**src/rtl/uart_rx_if.sv**
```systemverilog
// Serial-in / frame-out bundle between the board RX pin and the UART receiver.
//   i_rx_data     : asynchronous serial line, idles high
//   o_data_trama  : last received data word
//   o_rx_done     : one-clock pulse per completed frame
//   o_frame_error : stop bit of last completed frame sampled low
//   o_rx_busy     : receiver is inside a frame
// master = receiver side, slave = line driver / frame consumer side.
interface uart_rx_if #(
    parameter int unsigned SIZE_TRAMA = 8
);
    logic                  i_rx_data;
    logic [SIZE_TRAMA-1:0] o_data_trama;
    logic                  o_rx_done;
    logic                  o_frame_error;
    logic                  o_rx_busy;

    modport master (
        input  i_rx_data,
        output o_data_trama,
        output o_rx_done,
        output o_frame_error,
        output o_rx_busy
    );

    modport slave (
        output i_rx_data,
        input  o_data_trama,
        input  o_rx_done,
        input  o_frame_error,
        input  o_rx_busy
    );
endinterface

```
**src/rtl/uart_rx.sv**
```systemverilog
// UART 8N1 receiver: 16x oversampling, mid-bit sampling, stop-bit framing check.
//   i_clk   : system clock, all logic on posedge
//   i_reset : synchronous active-high reset
//   rx_if   : serial line in, received word / done pulse / framing error / busy out
module uart_rx #(
    parameter int unsigned CLK_FR     = 50000000,
    parameter int unsigned BAUD_RATE  = 9600,
    parameter int unsigned SIZE_TRAMA = 8
) (
    input  logic       i_clk,
    input  logic       i_reset,
    uart_rx_if.master  rx_if
);

    localparam int unsigned DIV   = CLK_FR / (BAUD_RATE * 16);
    localparam int unsigned DIV_W = (DIV > 1) ? $clog2(DIV) : 1;
    localparam int unsigned N_W   = (SIZE_TRAMA > 1) ? $clog2(SIZE_TRAMA) : 1;

    typedef enum logic [1:0] {
        IDLE  = 2'd0,
        START = 2'd1,
        DATA  = 2'd2,
        STOP  = 2'd3
    } state_t;

    // Two-flop synchronizer; idles high so reset does not look like a start edge
    logic rx_meta;
    logic rx;

    always_ff @(posedge i_clk) begin
        if (i_reset) begin
            rx_meta <= 1'b1;
            rx      <= 1'b1;
        end else begin
            rx_meta <= rx_if.i_rx_data;
            rx      <= rx_meta;
        end
    end

    // Free-running 16x baud tick, independent of FSM state
    logic [DIV_W-1:0] div_cnt;
    logic             tick_c;

    assign tick_c = (div_cnt == DIV_W'(DIV - 1));

    always_ff @(posedge i_clk) begin
        if (i_reset) begin
            div_cnt <= '0;
        end else if (tick_c) begin
            div_cnt <= '0;
        end else begin
            div_cnt <= div_cnt + DIV_W'(1);
        end
    end

    // Frame FSM state and datapath registers
    state_t                state,   state_n;
    logic [3:0]            s_cnt,   s_cnt_n;
    logic [N_W-1:0]        n_cnt,   n_cnt_n;
    logic [SIZE_TRAMA-1:0] shreg,   shreg_n;
    logic [SIZE_TRAMA-1:0] data_q,  data_n;
    logic                  ferr_q,  ferr_n;
    logic                  done_q,  done_n;
    logic                  busy_q,  busy_n;

    always_ff @(posedge i_clk) begin
        if (i_reset) begin
            state  <= IDLE;
            s_cnt  <= '0;
            n_cnt  <= '0;
            shreg  <= '0;
            data_q <= '0;
            ferr_q <= 1'b0;
            done_q <= 1'b0;
            busy_q <= 1'b0;
        end else begin
            state  <= state_n;
            s_cnt  <= s_cnt_n;
            n_cnt  <= n_cnt_n;
            shreg  <= shreg_n;
            data_q <= data_n;
            ferr_q <= ferr_n;
            done_q <= done_n;
            busy_q <= busy_n;
        end
    end

    // Next-state and output logic; everything advances only on a tick
    always_comb begin
        state_n = state;
        s_cnt_n = s_cnt;
        n_cnt_n = n_cnt;
        shreg_n = shreg;
        data_n  = data_q;
        ferr_n  = ferr_q;
        done_n  = 1'b0;

        if (tick_c) begin
            case (state)
                IDLE: begin
                    if (!rx) begin
                        state_n = START;
                        s_cnt_n = '0;
                    end
                end
                // Re-check the line half a bit in; a high line means it was a glitch
                START: begin
                    if (s_cnt == 4'd7) begin
                        if (!rx) begin
                            state_n = DATA;
                            s_cnt_n = '0;
                            n_cnt_n = '0;
                        end else begin
                            state_n = IDLE;
                        end
                    end else begin
                        s_cnt_n = s_cnt + 4'd1;
                    end
                end
                // LSB arrives first, so shift right with the new bit entering at the MSB
                DATA: begin
                    if (s_cnt == 4'd15) begin
                        shreg_n = {rx, shreg[SIZE_TRAMA-1:1]};
                        s_cnt_n = '0;
                        if (n_cnt == N_W'(SIZE_TRAMA - 1)) begin
                            state_n = STOP;
                        end else begin
                            n_cnt_n = n_cnt + N_W'(1);
                        end
                    end else begin
                        s_cnt_n = s_cnt + 4'd1;
                    end
                end
                // Leave at mid stop bit so a back-to-back start edge is not missed
                STOP: begin
                    if (s_cnt == 4'd15) begin
                        data_n  = shreg;
                        ferr_n  = ~rx;
                        done_n  = 1'b1;
                        state_n = IDLE;
                    end else begin
                        s_cnt_n = s_cnt + 4'd1;
                    end
                end
                default: begin
                    state_n = IDLE;
                end
            endcase
        end
    end

    // Busy register tracks the state register exactly
    assign busy_n = (state_n != IDLE);

    assign rx_if.o_data_trama  = data_q;
    assign rx_if.o_frame_error = ferr_q;
    assign rx_if.o_rx_done     = done_q;
    assign rx_if.o_rx_busy     = busy_q;

endmodule

```
**src/flat_wrapper.sv**
```systemverilog
// flat-port wrapper written by rule: the top's interface ports become plain ports
module uart_rx_flat 
#(
    parameter int unsigned CLK_FR     = 50000000,
    parameter int unsigned BAUD_RATE  = 9600,
    parameter int unsigned SIZE_TRAMA = 8
)
  (i_clk, i_reset, rx_if_i_rx_data, rx_if_o_data_trama, rx_if_o_rx_done, rx_if_o_frame_error, rx_if_o_rx_busy);
  uart_rx_if #(.SIZE_TRAMA(SIZE_TRAMA)) rx_if_i ();
  input  logic i_clk;
  input  logic i_reset;
  input wire logic [$bits(rx_if_i.i_rx_data)-1:0] rx_if_i_rx_data;
  output wire logic [$bits(rx_if_i.o_data_trama)-1:0] rx_if_o_data_trama;
  output wire logic [$bits(rx_if_i.o_rx_done)-1:0] rx_if_o_rx_done;
  output wire logic [$bits(rx_if_i.o_frame_error)-1:0] rx_if_o_frame_error;
  output wire logic [$bits(rx_if_i.o_rx_busy)-1:0] rx_if_o_rx_busy;
  assign rx_if_i.i_rx_data = rx_if_i_rx_data;
  assign rx_if_o_data_trama = rx_if_i.o_data_trama;
  assign rx_if_o_rx_done = rx_if_i.o_rx_done;
  assign rx_if_o_frame_error = rx_if_i.o_frame_error;
  assign rx_if_o_rx_busy = rx_if_i.o_rx_busy;
  uart_rx #(.CLK_FR(CLK_FR), .BAUD_RATE(BAUD_RATE), .SIZE_TRAMA(SIZE_TRAMA)) u_core (.i_clk(i_clk), .i_reset(i_reset), .rx_if(rx_if_i));
endmodule
```
**config.mk**
```make
export PLATFORM = sky130hd
export DESIGN_NAME = uart_rx_flat
export DESIGN_NICKNAME = d
export VERILOG_FILES = /design/src/rtl/uart_rx_if.sv /design/src/rtl/uart_rx.sv /design/src/flat_wrapper.sv
export SDC_FILE = /design/constraint.sdc
export NUM_CORES = 1
export LEC_CHECK = 0
export CAP_MARGIN = 10
export CORE_AREA = 5 5 67 69
export DETAILED_ROUTE_END_ITERATION = 10
export DIE_AREA = 0 0 72 74
export PLACE_DENSITY_LB_ADDON = 0.1
export SYNTH_ARGS = -nofsm -noshare
export SYNTH_HDL_FRONTEND = slang
export SYNTH_SLANG_ARGS = --single-unit
```
**constraint.sdc**
```tcl
create_clock -name i_clk -period 1.8 [get_ports i_clk]
set_input_delay 0.45 -clock i_clk [delete_from_list [all_inputs] [get_ports i_clk]]
set_output_delay 0.45 -clock i_clk [all_outputs]
set_load 0.05 [all_outputs]
```
==> flow_metrics.py <==
metrics = {
    "synthesis": {
        "synth_cell_types": 43,
        "synth_top_family_by_area": "simple AND/OR/NAND/NOR gates",
        "ys_top_cells_by_area": "dfxtp_1 (43%), mux2i_1 (9.9%), nor2_1 (6.8%)",
        "netlist_instances": 195,
        "synth-simple-area-share_pct": 22.4,
        "syn_nets": 207,
        "synthXorXnorAreaFrac_pct": 3.38,
        "synth_warnings": 0,
        "synth-adder-area-share_pct": 6.22,
        "netlist_area_um2": 1810,
        "yosysTopAreaCell": "dfxtp_1",
        "synth_edf_count": 0,
        "synth.most_common_cell": "dfxtp_1",
        "ys_ff_latch": 39,
        "netlist.area_leader.share_pct": 43.1,
        "synth-main-ff-cell": "dfxtp_1",
        "syn_avg_cell_area_um2": 9.29,
        "synth_common_cells": "dfxtp_1 (39), nor2_1 (33), mux2i_1 (18)",
        "synthMuxAreaShare_pct": 9.94,
        "ys_seq_area_share_pct": 43.1,
        "synth_compound_area_share_pct": 10.2,
        "async_reset_ff_share_pct": 0,
    },
    "sta": {
        "drv_slew": 0,
        "grt_setup_unrepaired": "true",
        "worst_slew_pin_slew_ns": 0.412,
        "slew_headroom_pct": 72.5,
        "finalSetupViolCount": 0,
        "min_period_over_period_pct": 96.2,
        "max_freq_ghz": 0.578,
        "fin_crit_ns": 1.73,
        "finalHoldViolCount": 0,
        "skew_ns": 0.00314,
    },
    "layout": {
        "multi_input_area_um2": 1010,
        "nets": 232,
        "fill_cells": 337,
        "synthToLayoutAreaGrowth_pct": 23.4,
        "final_core_util_pct": 58.0,
        "regArea_um2": 785,
        "antenna_cells": 0,
        "drive_gt1_share_pct": 24.0,
        "instances_no_fill": 271,
    },
    "power_and_ir_drop": {
        "internal-power_mw": 1.45,
        "power_frac_comb_pct": 3.2,
        "pwr-share-seq_pct": 48.8,
        "clockPowerShare_pct": 48.0,
        "cellPowerDensity_nw_per_um2": 802,
        "swShare_pct": 19.3,
        "leakage_nw": 0.949,
        "switching_power_mw": 0.347,
        "vdd_drop_max_mv": 0.592,
    },
    "detailed_routing": {
        "firstDrtPassIters": 4,
        "viasPerCell": 5.25,
        "wl_um": 3620,
        "drc": 0,
        "num_vias": 1424,
        "wire_per_inst_um": 13.4,
        "postRouteAntennaNets": 0,
        "drtIter0Drc": 69,
    },
    "global_routing": {
        "grt.overflow.total": 0,
        "grtUsageTotal_pct": 14.5,
        "grt_max_degree": 23,
        "grt_pass1_wl_um": 6070,
        "grt_pass1_vias": 1350,
        "antenna_found_initial": 0,
    },
    "cts": {
        "cts_hold_buf": 0,
        "cts_made_buffers": 5,
        "path_clk_slew_ns": 0.07,
        "cts_tree": "built",
        "htree_levels": 2,
        "root_buffer": "clkbuf_8",
        "clkSinkCount": 39,
        "clk_latency_ns": 0.29,
        "max-clock-path-buffers": 2,
    },
    "setup_path": {
        "critPathMaxFanout": 10,
        "timing.rr.end": "u_core.s_cnt[0]",
        "required_ns": 2.02,
        "cp_slowest_cell": "or3b_1",
        "r2r_slack_ns": 0.07,
        "reg2reg_depth": 6,
        "path_buf_inv": 2,
        "worstPathCellList": "inv_1, buf_4, ha_1, a311oi_2, or3b_1, a21oi_1",
        "r2r_start": "u_core.state[1]",
        "cpPeakStageDelay_ns": 0.37,
        "cp-end-kind": "flip-flop",
        "cp.arrival_ns": 1.95,
        "critPathKind": "reg2reg",
        "critical-path-top-delay-family": "compound AO/OA/AOI/OAI gates",
        "setup.worst_path.start_class": "flip-flop",
    },
    "placement": {
        "place_inst": 263,
        "finalWeightedCongestion": 0.856,
        "dp_hpwl_um": 2580,
        "io_buffers": 13,
    },
    "die": {
        "die_y_um": 74,
        "die_w_um": 72,
        "ios": 14,
        "row_count": 23,
        "die-area_um2": 5330,
        "initial_utilization_pct": 47.0,
        "fp.coreArea_um2": 3860,
    },
    "outcome": {
        "status": "finished, final reports clean",
    },
    "hold_path": {
        "min_to": "u_core.rx",
        "hp-class": "reg2reg",
        "worstHoldPathCells": 1,
        "min_from": "u_core.rx_meta",
    },
    "job": {
        "max_cap_viol_count": 0,
    },
}
-- worst max-delay path by stage --
stage,start,endpoint,depth (start not counted)
after floorplan,u_core.state[0],u_core.n_cnt[0],7
after global placement,u_core.state[0],u_core.n_cnt[0],6
after detailed placement,u_core.state[0],u_core.n_cnt[0],6
after CTS,u_core.div_cnt[0],u_core.n_cnt[0],6
after global routing,u_core.n_cnt[0],u_core.n_cnt[0],6
final,u_core.state[1],u_core.s_cnt[0],6
-- per-stage QoR --
| step | TNS, ns | power [mW] | hold slack [ns] | cell area, µm² | worst slack (ns) |
|---|---|---|---|---|---|
| floorplan | 0 | 0.928 | 0.389 | 1810 | 0.0140 |
| global placement | 0 | 0.948 | 0.402 | 2030 | 0.0293 |
| detailed placement | -0.136 | 0.951 | 0.407 | 2030 | -0.0738 |
| CTS | 0 | 1.82 | 0.426 | 2170 | 0.00783 |
| global route | -0.0253 | 1.87 | 0.440 | 2240 | -0.0253 |
| finish | 0 | 1.79 | 0.430 | 2240 | 0.0692 |
-- placed cells by master, fill, tap and decap left out, types with 6 or more instances in the layout --
cell type,count
dfxtp_1,36
nor2_1,33
buf_4,26
mux2i_1,17
nand2_1,9
a21oi_1,9
nand3_1,8
inv_1,7
o21ai_0,6
-- timing repair --
action	CTS	global route
pin swaps	0	2
endpoints found under the setup margin	4	19
setup buffers	0	0
gates resized for setup	2	17
-- kinds of logic after synthesis --
group / Yosys count
xor+xnor: 7
compound gates: 29
flops: 39
simple gates: 76
buf+inv: 17
mux: 18
fa+ha+maj: 9
-- power groups by stage --
stage                     Clock, mW  Sequential [mW]  Combinational [mW]
after floorplan                   0            0.896              0.0317
after global placement            0            0.895              0.0531
after detailed placement          0            0.895              0.0560
after CTS                     0.889            0.874              0.0562
after global routing          0.927            0.876              0.0641
final                         0.862            0.875              0.0573
-- sequential cells by signal (all words and copies together) (netlist names) --
register / count
u_core.div_cnt: 9
u_core.rx_if.o_data_trama: 8
u_core.shreg: 8
u_core.s_cnt: 4
u_core.n_cnt: 3
u_core.state: 2
u_core.rx: 1
u_core.rx_if.o_frame_error: 1
u_core.rx_if.o_rx_busy: 1
u_core.rx_if.o_rx_done: 1
u_core.rx_meta: 1
-- worst register-to-register path, delay by kind of cell, from the launching register on --
kind / cells / cell delay (ns)
buffers and inverters: 2 / 0.20
and+or+nand+nor: 1 / 0.37
AOI/OAI and AO/OA: 2 / 0.42
DFF: 1 / 0.36
adders and majority gates: 1 / 0.31
-- per-layer routing --
layer	global-route usage [%]	part of all wire [%]
met5	0	0
met4	6.05	1.6
met1	18.2	47
met2	23.1	47
met3	4.59	3.7
-- final cells by class --
class / instances / area share, %
inverter: 7 / 1.18
sequential: 39 / 35.1
timing repair buffer: 28 / 9.63
clock inverter: 3 / 3.02
clock buffer: 5 / 3.08
tap: 50 / 2.80
multi-input combinational: 139 / 45.2
No activity file was read; power rests on OpenSTA's default activity.
==> RTL change 1: new RTL, same flow settings <==
Encoding of `state_t`: now one-hot (4 bits for 4 states).
--- a/src/rtl/uart_rx.sv
+++ b/src/rtl/uart_rx.sv
@@ -17,9 +17,9 @@
     localparam int unsigned N_W   = (SIZE_TRAMA > 1) ? $clog2(SIZE_TRAMA) : 1;
 
-    typedef enum logic [1:0] {
-        IDLE  = 2'd0,
-        START = 2'd1,
-        DATA  = 2'd2,
-        STOP  = 2'd3
+    typedef enum logic [3:0] {
+        IDLE  = 4'b0001,
+        START = 4'b0010,
+        DATA  = 4'b0100,
+        STOP  = 4'b1000
     } state_t;
 
Behaviour: no difference found for any inputs over 10 cycles, from zero or initial values and one cycle with i_reset high; not proved beyond that.
==> RTL change 1 against the original RTL <==
  * Via count up 12%
  * Highest routed layer unchanged
  * Synthesized area up 7.0%
  * Sequential cell count is 2 higher
  * Non-clock buffer count rose by 15
  * Sequential power is 5.0% higher
  * Routed wire length rose by 6.8%
  * Largest cell class unchanged
  * Setup slack got worse by 0.084 ns
  * Core utilization rose by 4.8 points
  * The run now ends with setup timing left
  * Final area grew 8.3%
  * Critical endpoint is now u_core.n_cnt[0]
  * Total power is 4.5% lower
==> RTL change 1: results (changes against the original RTL) <==
status:
  outcome: "finished, violations left"
  violations: "setup timing"
logic_synthesis:
  synth.area.top_cells: "dfxtp_1, mux2i_1, nor2_1"
  synth_adder_area_share_pct: 3.23  # -3.0 points
  synth_commonest_cells: "dfxtp_1, nor2_1, mux2i_1"
  synth_cell_types: 48  # +12%
  synth_xor_area_share_pct: 4.06  # +0.68 points
  avgSynthCellArea_sq_um: 9.10  # -2.0%
  muxShareOfSynthArea_pct: 9.35  # -0.59 points
  synth_compound_area_share_pct: 11.8  # +1.6 points
timing:
  tns_ns: -0.0143  # -0.0143 ns
  setup_viol: 1  # +1
  relSlewSlack_pct: 72.5  # about the same
  layout_setup_ws_ns: -0.0143  # -0.0836 ns
global_route:
  grt_pass1_wl_um: 6630  # +9.3%
  track_usage_pct: 15.5  # +1.0 points
  grt_use_met2_pct: 26.4  # +3.4 points
  grt_pass1_vias: 1543  # +14%
  met3_usage_pct: 3.78  # -0.81 points
route:
  routed_via_density: 5.36  # +2.0%
  routedWlPerCell_um: 13.0  # -2.6%
power_and_ir_drop:
  p_leak_nw: 1.00  # +5.3%
  power_switching_mw: 0.354  # +2.2%
  sequentialPower_mw: 0.919  # +5.0%
  peakVddDrop_mv: 0.680  # +15%
worst_setup_path:
  crit_family: "simple AND/OR/NAND/NOR gates"
  cp_data_arrival_time_ns: 2.04  # +0.09 ns
  reg2regPathDepth: 5  # -1
  crit_path_max_incr_delay_ns: 0.54  # +0.17 ns
  crit_fanout: 6  # -4
finish:
  drive_gt1_share_pct: 27.5  # +3.5 points
  fill_cells: 340  # +0.89%
  fin_cells: 297  # +9.6%
  final_nets: 254  # +9.5%
clock_tree:
  post_cts_resized: 3  # +1
place:
  detailed_place_hpwl_um: 2850  # +11%
  gp_congestion: 0.834  # -2.6%
  post-place-ws_ns: -0.0460  # +0.0278 ns
floorplan:
  start_util_pct: 50.3  # +3.3 points
## RTL change 1: changes by cell type after synthesis, moves of 3 or more
cell	delta
and2_1	+3
and3_1	+4
buf_2	+3
ha_1	-4
inv_1	-3
nand3_1	-3
nor2_1	+4
o211ai_1	+4
xnor2_1	-3
xor2_1	+5
## RTL change 1: metrics by stage
stage	hold WS, ns	util (%)
detailed placement	0.401	58.1
CTS	0.419	61.6
floorplan	0.389	-
global placement	0.399	58.1
global route	0.436	62.8
finish	0.414	62.8
## RTL change 1: metal layers
layer  routed length, um  part of all wire, %
met1                1730                   45
met2                1900                   49
met3                 176                  4.6
met4                  54                  1.4
met5                   0                    0
## RTL change 1: final cells by class
class	count	area (sq um)	share of cell area, %
Timing Repair Buffer	43	353	14.6
Clock inverter	3	46.3	1.91
Sequential cell	41	826	34.1
Multi-Input combinational cell	151	1050	43.4
Clock buffer	5	68.8	2.84
Inverter	4	15.0	0.620
Tap cell	50	62.6	2.58
==> RTL change 2: new RTL, same settings <==
Made on the original files. `CLK_FR` is set to 50000000 in 2 places; all go to 100000000.
--- a/src/rtl/uart_rx.sv
+++ b/src/rtl/uart_rx.sv
@@ -4,5 +4,5 @@
 //   rx_if   : serial line in, received word / done pulse / framing error / busy out
 module uart_rx #(
-    parameter int unsigned CLK_FR     = 50000000,
+    parameter int unsigned CLK_FR     = 100000000,
     parameter int unsigned BAUD_RATE  = 9600,
     parameter int unsigned SIZE_TRAMA = 8
--- a/src/flat_wrapper.sv
+++ b/src/flat_wrapper.sv
@@ -2,5 +2,5 @@
 module uart_rx_flat 
 #(
-    parameter int unsigned CLK_FR     = 50000000,
+    parameter int unsigned CLK_FR     = 100000000,
     parameter int unsigned BAUD_RATE  = 9600,
     parameter int unsigned SIZE_TRAMA = 8
Formal check against the unedited RTL: same outputs for any inputs over 10 cycles, from zero or initial values and one cycle with i_reset high; that may be too few to reach the edited logic, so the function may still have changed.
==> RTL change 2 against the original RTL <==
  * Setup slack lost 0.043 ns
  * Sequential cell count is 1 higher
  * Global-route usage shrank 0.43 points
  * First-iteration DRC count shrank 2.9%
  * Total power fell by 12%
  * Synthesized area up 0.48%
  * Critical path depth grew 3
  * Clock power fell by 36%
  * Final area about the same
  * Routed wire length shrank 3.3%
  * Fmax fell by 2.4%
  * Highest routed layer unchanged
==> RTL change 2: results (changes against the original RTL) <==
status:
  outcome: "finished, final reports clean"
route:
  wl_met3_um: 119  # -12%
  drt-met1-wl_um: 1640  # -3.9%
  drt_iter0_drc: 67  # -2.9%
  routedWlPerCell_um: 12.9  # -3.3%
  dr_wl_met2_um: 1690  # -1.4%
  vias: 1379  # -3.2%
finish:
  regMostFlops: "u_core.div_cnt"
  final_nets: 233  # +0.43%
  largest_reg_flops: 10  # +1
  layout-area-overhead-vs-synth_pct: 22.7
  drive_gt1_share_pct: 25.3  # +1.4 points
power_and_ir_drop:
  peakVddDrop_mv: 0.495  # -16%
  p_leak_nw: 0.922  # -2.9%
logic_synthesis:
  synth_nets: 205  # -0.97%
  synth_cell_types: 37  # -14%
  async_reset_ff_share_pct: 0  # unchanged
  synth_commonest_cells: "dfxtp_1, nor2_1, mux2i_1"
  synth_adder_area_share_pct: 6.19  # -0.030 points
  synth_compound_area_share_pct: 7.35  # -2.9 points
  synth_xor_area_share_pct: 3.85  # +0.46 points
  synth.area.top_cells: "dfxtp_1, mux2i_1, nor2_1"
  muxShareOfSynthArea_pct: 11.8  # +1.8 points
  yosysSeqAreaShare_pct: 44.0  # +0.89 points
place:
  dpl_cell_area_sq_um: 2070  # +2.0%
  detailed_place_hpwl_um: 2450  # -5.1%
  gp_congestion: 0.890  # +3.9%
clock_tree:
  clock_latency_ns: 0.29  # about the same
  clockBufferDepth: 2  # unchanged
  clk_pin_slew_worst_paths_ns: 0.07  # about the same
timing:
  skew_ns: 0.00549  # +0.00236 ns
  relSlewSlack_pct: 74.3  # +1.9 points
  whs_ns: 0.410  # -0.0199 ns
global_route:
  grt_max_degree: 18  # -22%
  track_usage_pct: 14.0  # -0.43 points
  grt_pass1_wl_um: 5920  # -2.4%
  antenna_found_initial: 0  # unchanged
worst_setup_path:
  r2r_setup_slack_ns: 0.03  # -0.04 ns
  crit_fanout: 8  # -2
  cp_data_arrival_time_ns: 2.00  # +0.05 ns
==> RTL change 2: cell types whose count changed after synthesis, sizes merged, moves of 3 or more <==
cell | unedited run | this run
and3 | 0 | 4
a21oi | 10 | 6
mux2 | 0 | 3
nand3b | 0 | 3
o21ai | 6 | 9
==> RTL change 2: path summary, 6_finish.rpt <==
path / startpoint / end / cells past startpoint
setup / recovery: u_core.div_cnt[0] / u_core.n_cnt[0] / 9
hold / removal: u_core.rx_meta / u_core.rx / 1
setup reg to reg: u_core.div_cnt[0] / u_core.n_cnt[0] / 9
hold reg to reg: u_core.rx_meta / u_core.rx / 1
==> RTL change 2: power breakdown <==
part | total (mW) | internal (mW) | switching [mW] | leakage, nW
Sequential | 0.909 | 0.897 | 0.0112 | 0.324
Combinational | 0.114 | 0.0500 | 0.0639 | 0.558
Clock | 0.554 | 0.262 | 0.292 | 0.0400
Total | 1.58 | 1.21 | 0.367 | 0.922
==> RTL change 2: layer usage <==
metal  GRT usage [%]  vias to the layer above
li1                -                      711
met1            16.9                      638
met2            23.5                       23
met3            4.19                        7
met4            6.05                        0
met5               0                        -
==> RTL change 2: worst max-delay path: cells and delay by family (launching register included) <==
| kind | cells | cell delay, ns |
|---|---|---|
| flip-flops | 1 | 0.33 |
| AO/OA/AOI/OAI | 1 | 0.13 |
| adder cells (fa/ha/maj) | 1 | 0.11 |
| buffers and inverters | 3 | 0.35 |
| AND/OR/NAND/NOR | 4 | 0.79 |
==> RTL change 2: cell families after synthesis <==
kind of cell | Yosys count
flops | 40
buf+inv | 16
simple gates | 77
compound gates | 22
mux | 21
xor+xnor | 8
fa+ha+maj | 9
==> RTL change 2: layout make-up <==
class,count,area (sq um)
Fill cell,356,1620
Tap cell,50,62.6
Multi-Input combinational cell,137,1000
Timing Repair Buffer,31,263
Clock buffer,5,68.8
Sequential cell,40,803
Inverter,6,22.5
Clock inverter,2,12.5
==> RTL change 2: stage by stage <==
step	setup WS [ns]	instances	setup TNS, ns	total power [mW]
finish	0.0259	271	0	1.58
global route	-0.0601	271	-0.149	1.65
CTS	0.0106	268	0	1.58
detailed placement	0.0379	261	0	1.03
global placement	0.104	261	0	1.02
floorplan	0.0951	193	0	0.989
==> RTL change 2: what timing repair did <==
action	CTS	global route
gates resized for setup	0	16
endpoints found under the setup margin	0	16
setup buffers	0	3
